$ cat config.mk
export PLATFORM = sky130hd
export DESIGN_NAME = seq_detector_param
export DESIGN_NICKNAME = d
export VERILOG_FILES = /design/src/rtl/seq_detector_param.sv
export SDC_FILE = /design/constraint.sdc
export NUM_CORES = 1
export LEC_CHECK = 0
export BUFFER_PORTS_ARGS = -buffer_cell sky130_fd_sc_hd__buf_2
export CAP_MARGIN = 0
export CORE_AREA = 2 2 39 41
export DETAILED_ROUTE_END_ITERATION = 12
export DIE_AREA = 0 0 41 43
export PLACE_DENSITY = 0.47
export SETUP_SLACK_MARGIN = 0.2
export SYNTH_ARGS = -nofsm -noshare
export SYNTH_HDL_FRONTEND = slang
export SYNTH_SLANG_ARGS = --single-unit
$ cat constraint.sdc
create_clock -name clk -period 2.9 [get_ports clk]
set_clock_uncertainty 0.2 [all_clocks]
set_input_delay 0.435 -clock clk [delete_from_list [all_inputs] [get_ports clk]]
set_output_delay 0.435 -clock clk [all_outputs]
set_load 0.02 [all_outputs]
$ cat src/rtl/seq_detector_param.sv
// Parametrised serial pattern detector with KMP-style overlap handling.
// Optional saturating match counter is enabled by defining SEQ_DET_CNT_EN.
module seq_detector_param #(
  parameter int                 PAT_LEN = 3,
  parameter logic [PAT_LEN-1:0] PATTERN = 3'b100,
  parameter int                 STATE_W = 3,
  parameter int                 CNT_W   = 8
) (
  input  logic               clk,
  input  logic               reset,
  input  logic               in,
  input  logic               in_valid,
  input  logic               overlap,
  input  logic               clear,
  output logic               out,
  output logic [STATE_W-1:0] state,
  output logic [CNT_W-1:0]   match_cnt
);

  localparam int NUM_ST = 2 ** STATE_W;

  if (PAT_LEN < 1 || PAT_LEN > 16) begin : g_bad_len
    $error("seq_detector_param: PAT_LEN must be in 1..16");
  end
  if (NUM_ST <= PAT_LEN) begin : g_bad_state_w
    $error("seq_detector_param: 2**STATE_W must exceed PAT_LEN");
  end

  // j-th pattern bit in arrival order (j=0 is the MSB, received first)
  function automatic logic pat_bit(int j);
    logic [PAT_LEN-1:0] sh;
    if (j < 0 || j >= PAT_LEN) return 1'b0;
    sh = PATTERN >> (PAT_LEN - 1 - j);
    return sh[0];
  endfunction

  // Longest pattern prefix that is a suffix of (prefix of length k) followed by b
  function automatic int kmp_next(int k, logic b);
    int   best;
    int   idx;
    logic ok;
    logic sb;
    best = 0;
    for (int len = 1; len <= k + 1; len++) begin
      if (len <= PAT_LEN) begin
        ok = 1'b1;
        for (int j = 0; j < len; j++) begin
          idx = k + 1 - len + j;
          sb  = (idx < k) ? pat_bit(idx) : b;
          if (sb != pat_bit(j)) ok = 1'b0;
        end
        if (ok) best = len;
      end
    end
    return best;
  endfunction

  function automatic int kmp_border();
    int   best;
    logic ok;
    best = 0;
    for (int len = 1; len < PAT_LEN; len++) begin
      ok = 1'b1;
      for (int j = 0; j < len; j++) begin
        if (pat_bit(PAT_LEN - len + j) != pat_bit(j)) ok = 1'b0;
      end
      if (ok) best = len;
    end
    return best;
  endfunction

  localparam logic [STATE_W-1:0] FULL_ST   = STATE_W'(PAT_LEN);
  localparam logic [STATE_W-1:0] BORDER_ST = STATE_W'(kmp_border());

  logic [STATE_W-1:0] nxt0_tab [NUM_ST];
  logic [STATE_W-1:0] nxt1_tab [NUM_ST];

  // Entries at or above PAT_LEN are never used as effective states; keep them 0
  for (genvar gi = 0; gi < NUM_ST; gi++) begin : g_tab
    localparam int N0 = (gi < PAT_LEN) ? kmp_next(gi, 1'b0) : 0;
    localparam int N1 = (gi < PAT_LEN) ? kmp_next(gi, 1'b1) : 0;
    assign nxt0_tab[gi] = STATE_W'(N0);
    assign nxt1_tab[gi] = STATE_W'(N1);
  end

  logic [STATE_W-1:0] state_q;
  logic [STATE_W-1:0] eff_st;
  logic [STATE_W-1:0] state_d;
  logic               out_q;
  logic               hit;

  always_comb begin
    eff_st = state_q;
    if (state_q == FULL_ST) eff_st = overlap ? BORDER_ST : '0;
    state_d = in ? nxt1_tab[eff_st] : nxt0_tab[eff_st];
  end

  assign hit = in_valid && (state_d == FULL_ST);

  always_ff @(posedge clk or posedge reset) begin
    if (reset) begin
      state_q <= '0;
      out_q   <= 1'b0;
    end else if (clear) begin
      state_q <= '0;
      out_q   <= 1'b0;
    end else if (in_valid) begin
      state_q <= state_d;
      out_q   <= hit;
    end else begin
      out_q   <= 1'b0;
    end
  end

`ifdef SEQ_DET_CNT_EN
  logic [CNT_W-1:0] cnt_q;

  always_ff @(posedge clk or posedge reset) begin
    if (reset) begin
      cnt_q <= '0;
    end else if (clear) begin
      cnt_q <= '0;
    end else if (hit && (cnt_q != {CNT_W{1'b1}})) begin
      cnt_q <= cnt_q + CNT_W'(1);
    end
  end

  assign match_cnt = cnt_q;
`else
  assign match_cnt = '0;
`endif

  assign out   = out_q;
  assign state = state_q;

endmodule

# Word-level counts from Yosys, hierarchy flattened
# Memories as Yosys holds them, arrays and structs flattened.
# Cells that the tools add are included.
# word_totals
regBits	4
romBits	48
in_bits	6
out_inout_bits	12
word_cells	20
memories	2
# classes
n_lt_le_gt_ge	1
eq_ne	2
n_mux	10
bitwise_logic	1
reduce_logical	2
# memory_table
name	words	word_bits	rd	rd_ports_with_merged_regs	wr	line	text
(no name shown)	8	3	1	0	0	95	state_d = in ? nxt1_tab[eff_st] : nxt0_tab[eff_st];
(no name shown)	8	3	1	0	0	95	
# ops
operator	n
3-bit 2-to-1 mux	8
3-bit by 2-bit equality test with 1-bit output (second input constant)	2
4-bit greater-or-equal comparator (second input constant)	1
3-bit NOT with 4-bit output	1
1-bit 2-to-1 mux	2
2-bit nonzero test	1
1-bit logical AND	1

# Depth between registers and ports, before layout
# Gate-level depths: netlist of run 1.
# depth
ltp_word	11
mapped_depth	4
mapped_depth_nobuf	4

# Least setup slack after synthesis of run 1
# Ideal clock, no wire load.
# synth_timing
path_type	register to register
from	reg state_q[0] (netlist: state[0])
to	reg state_q[1] (netlist: state[1])
setup_ps	77
t_arrival_ps	1270
required_ps	2623
slack_ps	1353
stages_incl_launch_ff	5
n_path_buf	0
period_less_slack_ps	1547
path_cell_list	dfrtp_1 -> inv_1 -> ha_1 -> or3b_1 -> a21oi_1
# synth_between
elab_chain_cells	9
elab_cells_between_ends	12
classes_between	eq/ne: 1; mux: 8; bitwise: 1; memory: 2
# synth_lines
item	line	text
start, declared	86	logic [STATE_W-1:0] state_q;
start signal, assigned	108	state_q <= state_d;
3-bit by 2-bit equality test with 1-bit output	94	if (state_q == FULL_ST) eff_st = overlap ? BORDER_ST : '0;
3-bit 2-to-1 mux (*)	94	
3-bit NOT with 4-bit output (implied by the code) (*)	95	
memory read 8 x 3 bit	n/a	
3-bit 2-to-1 mux (implied by the code) (2 in a row)	95	
3-bit 2-to-1 mux (*)	95	
3-bit 2-to-1 mux (*)	107	end else if (in_valid) begin
3-bit 2-to-1 mux (*)	104	end else if (clear) begin
# Every way passes the cells marked *; elsewhere a longest branch is shown, timed or not. The select of a mux whose other input is x is not followed.
# A chain may end at the register's enable or synchronous reset.

# Worst setup path in the final report of run 1
# Same ends and word-level chain as after synthesis.

==> results of run 1 <==
layer usage:
metal / vias up / GRT usage (%)
met5: - / 0
met4: 0 / 10.0
met3: 0 / 1.57
met2: 11 / 6.88
met1: 83 / 6.41
li1: 91 / -
cells in the final DEF (no fill, tap or decap):
cell type / n
a21oi_1: 1
and4_1: 1
buf_2: 7
clkbuf_1: 1
clkbuf_4: 3
conb_1: 9
dfrtp_1: 3
dlygate4sd3_1: 1
ha_1: 2
inv_1: 3
nand2_1: 1
nand2b_1: 1
nor2_1: 1
nor3_1: 1
nor3b_1: 1
nor4_1: 1
or3b_1: 1
registers in the layout, indices dropped and copies added, names as in the netlist:
register  count
out           1
state         2
worst max-delay path, cell delays in order, from the launching register on:
cell and delay (ns):
dfrtp_1 0.39, inv_1 0.06, ha_1 0.28, or3b_1 0.35
a21oi_1 0.14
through the flow:
step | setup slack (ns) | instance area, um^2
after detailed placement | 1.42 | 255
after global placement | 1.41 | 255
final | 1.42 | 292
after global routing | 1.31 | 292
after floorplan | 1.35 | 268
after CTS | 1.40 | 292
cells by family (layout without fill, tap and decap cells):
kind of cell               Yosys count  count (layout)  synth area share (%)
AOI/OAI and AO/OA                    1               1                  2.10
adders and majority gates            2               2                  10.5
buffers and inverters               12              15                  33.2
DFF                                  3               3                  31.6
other                                1               9                  1.58
and+or+nand+nor                      8               8                  21.1
worst max-delay path by stage:
| stage | to | slack [ns] | cells after the start | startpoint |
|---|---|---|---|---|
| floorplan | state[1]$_DFFE_PP0P_ | 1.35 | 4 | state[0]$_DFFE_PP0P_ |
| global placement | state[1]$_DFFE_PP0P_ | 1.41 | 4 | state[0]$_DFFE_PP0P_ |
| detailed placement | state[1]$_DFFE_PP0P_ | 1.42 | 4 | state[0]$_DFFE_PP0P_ |
| CTS | state[1]$_DFFE_PP0P_ | 1.40 | 4 | state[0]$_DFFE_PP0P_ |
| global route | state[1]$_DFFE_PP0P_ | 1.31 | 4 | state[0]$_DFFE_PP0P_ |
| finish | state[1]$_DFFE_PP0P_ | 1.42 | 4 | state[0]$_DFFE_PP0P_ |
power by group through the flow:
stage	Combinational [mW]	Sequential, mW	Clock [mW]
2_1_floorplan	0.0245	0.0473	0
3_3_place_gp	0.0234	0.0458	0
3_5_place_dp	0.0237	0.0457	0
4_1_cts	0.0248	0.0452	0.0766
5_1_grt	0.0280	0.0454	0.0823
6_report	0.0247	0.0452	0.0730
layout make-up:
class / count / share of cell area [%]
well taps: 16 / 6.87
inverters: 3 / 3.86
flip-flops and latches: 3 / 25.8
multi-input cells: 20 / 39.1
repair buffers: 8 / 15.5
clock buffers: 4 / 9.01
==> results.py, run 1 <==
metrics = {
    "timing": {
        "timing.setup.tns_ns": 0,
        "fin_crit_ns": 1.48,
        "drv_slew": 0,
        "finalCritPeriodShare_pct": 51.1,
        "whs_ns": 0.193,
        "maxClockFrequency_mhz": 674,
        "finalSetupViolCount": 0,
        "grt_setup_unrepaired": "no",
        "finalHoldViolations": 0,
    },
    "yosys": {
        "synthCells": 27,
        "synth_area_leaders": "dfrtp_1 32%, buf_4 28%, ha_1 11%",
        "ys.warnings.count": 0,
        "synth-edff-count": 0,
        "yosysMostFrequentCell": "buf_4",
        "ys_types": 14,
        "ys_seq_area_share_pct": 31.6,
        "synth_seq_cells": 3,
        "synth_top_area_cell": "dfrtp_1",
        "syn_area_per_cell_um2": 8.80,
        "synth_flop_cell": "dfrtp_1",
        "async_reset_ff_share_pct": 100,
        "netlist_area_um2": 238,
        "netlist_top_cells_count": "9 x buf_4, 3 x dfrtp_1, 3 x inv_1",
        "synth_top_area_share_pct": 31.6,
    },
    "route": {
        "drt_first_pass_iters": 2,
        "route.top_layer_used": "met3",
        "met1Wirelength_um": 159,
        "num_vias": 185,
        "dr_wl_met2_um": 172,
        "viasPerCell": 3.43,
        "wl_met3_um": 38,
        "first_iter_violations": 5,
        "remaining_drc_errors": 0,
        "ant_nets": 0,
        "drt_wl_total_um": 370,
        "wl_per_cell_um": 6.85,
    },
    "pwr": {
        "combPwrFrac_pct": 17.3,
        "power.sequential.fraction_pct": 31.6,
        "switchingPower_mw": 0.0410,
        "peakVddDrop_v": 0.0000955,
        "clockPowerShare_pct": 51.1,
        "pwr_density_cell_mw_per_mm2": 490,
        "p_leak_nw": 0.158,
        "internal_power_mw": 0.102,
        "p_total_mw": 0.143,
        "swShare_pct": 28.7,
    },
    "layout": {
        "seqCellArea_um2": 75.1,
        "fillerInstances": 150,
        "multi_input_area_um2": 114,
        "instances_no_fill": 54,
        "drive_gt1_share_pct": 26.3,
        "diodes": 0,
        "finalCoreUtilization_pct": 21.1,
        "syn_to_final_growth_pct": 22.6,
        "fin_nets": 47,
    },
    "hold_path": {
        "hold_depth": 2,
        "min_from": "clear",
        "holdPathEnd": "state[1]$_DFFE_PP0P_",
        "hold_path_class": "input port to flip-flop",
    },
    "grt": {
        "grt_pass1_wl_um": 634,
        "gr-total-overflow": 0,
        "antenna_found_initial": 0,
        "grt_start_max_net_pins": 7,
        "grt.total_usage_pct": 6.02,
        "grt_pass1_vias": 192,
    },
    "critical_path": {
        "worstPathRequired_ns": 2.86,
        "r2r_slack_ns": 1.42,
        "critPathMaxFanout": 4,
        "start_kind": "flip-flop",
        "r2r-end": "state[1]$_DFFE_PP0P_",
        "reg2reg_depth": 4,
        "path_class": "flip-flop to flip-flop",
        "end_kind": "flip-flop",
        "cp.arrival_ns": 1.44,
        "regToRegStartpoint": "state[0]$_DFFE_PP0P_",
    },
    "clocking": {
        "cts_root_buf": "clkbuf_4",
        "ctsResizeCount": 0,
        "cts.sinks": 3,
        "clkTransAtPathRegs_ns": 0.04,
        "clock_latency_ns": 0.23,
        "cts_hold_buf": 1,
        "cts_buffers": 3,
        "cts_tree": "built",
        "htree_levels": 1,
        "cts_max_path_buffers": 2,
        "post_cts.repair.setup_buffers": 0,
    },
    "floorplan": {
        "ios": 18,
        "dieHeight_um": 43,
        "start_util_pct": 17.2,
        "die-width_um": 41,
        "fp-row-count": 14,
        "die_area_mm2": 0.00176,
        "core_area_mm2": 0.00138,
    },
    "flow_run": {
        "max-cap-violations": 0,
    },
    "place": {
        "place_inst": 49,
        "gp_congestion": 0.659,
        "portBuffers": 7,
        "hpwl_um": 300,
    },
    "run_status": {
        "outcome": "finished clean",
    },
}
Power figures use the tool's default switching activity.
==> run 2: changes to the inputs <==
- clock period: 2.9 -> 1.5 ns (I/O delays scaled with it)
==> run 2 against run 1 <==
Effect of this change: sequential power is 95% higher; count of clock-buffer cells in the layout stayed put; critical endpoint unchanged; critical path type unchanged; register-to-register slack worse by 1.3 ns; flip-flop and latch count stayed put; power is 100% higher; combinational power is 140% higher; setup slack worse by 1.3 ns; clock power is 97% higher; cell count is 5.6% higher; sequential share of layout area is 3.2 points lower.
==> results.py, run 2 (synthesis gave the netlist of run 1 again) <==
metrics = {
    "layout": {
        "finalCoreUtilization_pct": 24.9,
        "fin_nets": 50,
        "syn_to_final_growth_pct": 44.7,
        "final_common_cell": "conb_1",
        "instances_no_fill": 57,
        "final_cell_area_um2": 344,
        "drive_gt1_share_pct": 39.0,
        "largest_reg_flops": 2,
        "diodes": 0,
        "mostFrequentLayoutCells": "9 x conb_1, 6 x buf_2, 3 x clkbuf_4, 3 x dlygate4sd3_1",
    },
    "place": {
        "gp_congestion": 0.613,
        "place_inst": 49,
        "portBuffers": 7,
        "post_dp_cell_area_um2": 270,
        "pre_cts_ws_ns": 0.0674,
    },
    "grt": {
        "grt.total_usage_pct": 7.05,
        "grt_start_max_net_pins": 7,
        "grt_pass1_vias": 170,
        "antenna_found_initial": 0,
        "grt.met2_usage_pct": 6.56,
        "grt_pass1_wl_um": 696,
        "grt_use_met3_pct": 6.28,
        "busiest_layer": "met1",
        "gr-total-overflow": 0,
        "grt_use_met1_pct": 8.12,
    },
    "critical_path": {
        "worstSetupEndpoint": "state[1]$_DFFE_PP0P_",
        "cp.arrival_ns": 1.38,
        "start_kind": "flip-flop",
        "cp_slowest_cell": "dfrtp_2",
        "reg2reg_depth": 4,
        "end_kind": "flip-flop",
        "path_class": "flip-flop to flip-flop",
        "worstPathRequired_ns": 1.46,
        "r2r-end": "state[1]$_DFFE_PP0P_",
        "regToRegStartpoint": "state[0]$_DFFE_PP0P_",
        "critPathMaxFanout": 3,
        "startpoint": "state[0]$_DFFE_PP0P_",
        "r2r_slack_ns": 0.08,
        "cpPeakStageDelay_ns": 0.41,
        "crit_chain": "inv_2 > ha_4 > or3b_1 > a21oi_2",
    },
    "clocking": {
        "cts.sinks": 3,
        "htree_levels": 1,
        "clock_latency_ns": 0.23,
        "cts_buffers": 3,
        "cts_root_buf": "clkbuf_4",
        "cts_max_path_buffers": 2,
        "clkTransAtPathRegs_ns": 0.04,
        "cts_tree": "built",
    },
    "floorplan": {
        "core_area_mm2": 0.00138,
        "ios": 18,
        "fp-row-count": 14,
        "start_util_pct": 17.2,
        "die-width_um": 41,
        "dieHeight_um": 43,
        "die_area_mm2": 0.00176,
    },
    "route": {
        "first_iter_violations": 13,
        "remaining_drc_errors": 0,
        "viasPerCell": 3.49,
        "drt_first_pass_iters": 4,
        "num_vias": 199,
        "drt_wl_total_um": 419,
        "ant_nets": 0,
        "wl_per_cell_um": 7.35,
    },
    "hold_path": {
        "hold_path_class": "input port to flip-flop",
    },
    "pwr": {
        "p_leak_nw": 0.169,
        "peakVddDrop_v": 0.000444,
        "pwr_density_cell_mw_per_mm2": 850,
    },
    "timing": {
        "drv_slew": 0,
        "setup_ws_ns": 0.0829,
        "finalCritPeriodShare_pct": 94.5,
        "grt_setup_unrepaired": "yes",
        "fin_crit_ns": 1.42,
        "timing.setup.tns_ns": 0,
        "maxClockFrequency_mhz": 706,
        "finalHoldViolations": 0,
        "finalSetupViolCount": 0,
    },
    "run_status": {
        "outcome": "finished clean",
    },
    "flow_run": {
        "max-cap-violations": 0,
    },
}
[run 2: report_power, final]
group          switching, mW  internal [mW]  total [mW]
combinational         0.0380         0.0222      0.0602
clock                 0.0445         0.0999       0.144
sequential           0.00328         0.0848      0.0881
total                 0.0858          0.207       0.293
[run 2: layout make-up]
class	count	area, um^2
Clock buffer	4	26.3
Fill cell	155	1040
Inverter	3	11.3
Multi-Input combinational cell	20	130
Sequential cell	3	77.6
Tap cell	16	20.0
Timing Repair Buffer	11	78.8
[run 2: what timing repair did]
item / in CTS / in global routing
gates cloned: 0 / 0
resized for setup: 0 / 3
buffers inserted: 1 / 0
pin swaps: 1 / 0
endpoints found under the setup margin: 2 / 3
endpoints found under the hold margin: 6 / 0
hold buffers: 3 / 0
[run 2: metrics by stage]
stage / power, mW / hold WS, ns
final: 0.293 / 0.0491
after global routing: 0.315 / 0.0740
after CTS: 0.297 / 0.0403
after detailed placement: 0.138 / -0.101
after global placement: 0.137 / -0.104
after floorplan: 0.142 / -0.221
[run 2: worst max-delay path, delay by kind of cell, from the launching register on]
kind | cells | cell delay, ns
DFF | 1 | 0.41
and+or+nand+nor | 1 | 0.36
adders and majority gates | 1 | 0.19
AOI/OAI and AO/OA | 1 | 0.11
buffers and inverters | 1 | 0.07
[run 2: how the worst min path moves through the flow]
stage,from,end,cells after the start
after detailed placement,reset,out$_DFF_PP0_,2
after global placement,reset,out$_DFF_PP0_,2
after global routing,in_valid,out$_DFF_PP0_,3
final,in_valid,out$_DFF_PP0_,3
after floorplan,reset,out$_DFF_PP0_,1
after CTS,in_valid,out$_DFF_PP0_,3
[run 2: layer usage]
metal,wire [um],part of all wire (%)
met1,184,44
met4,19,4.5
met3,59,14
met5,0,0
met2,155,37
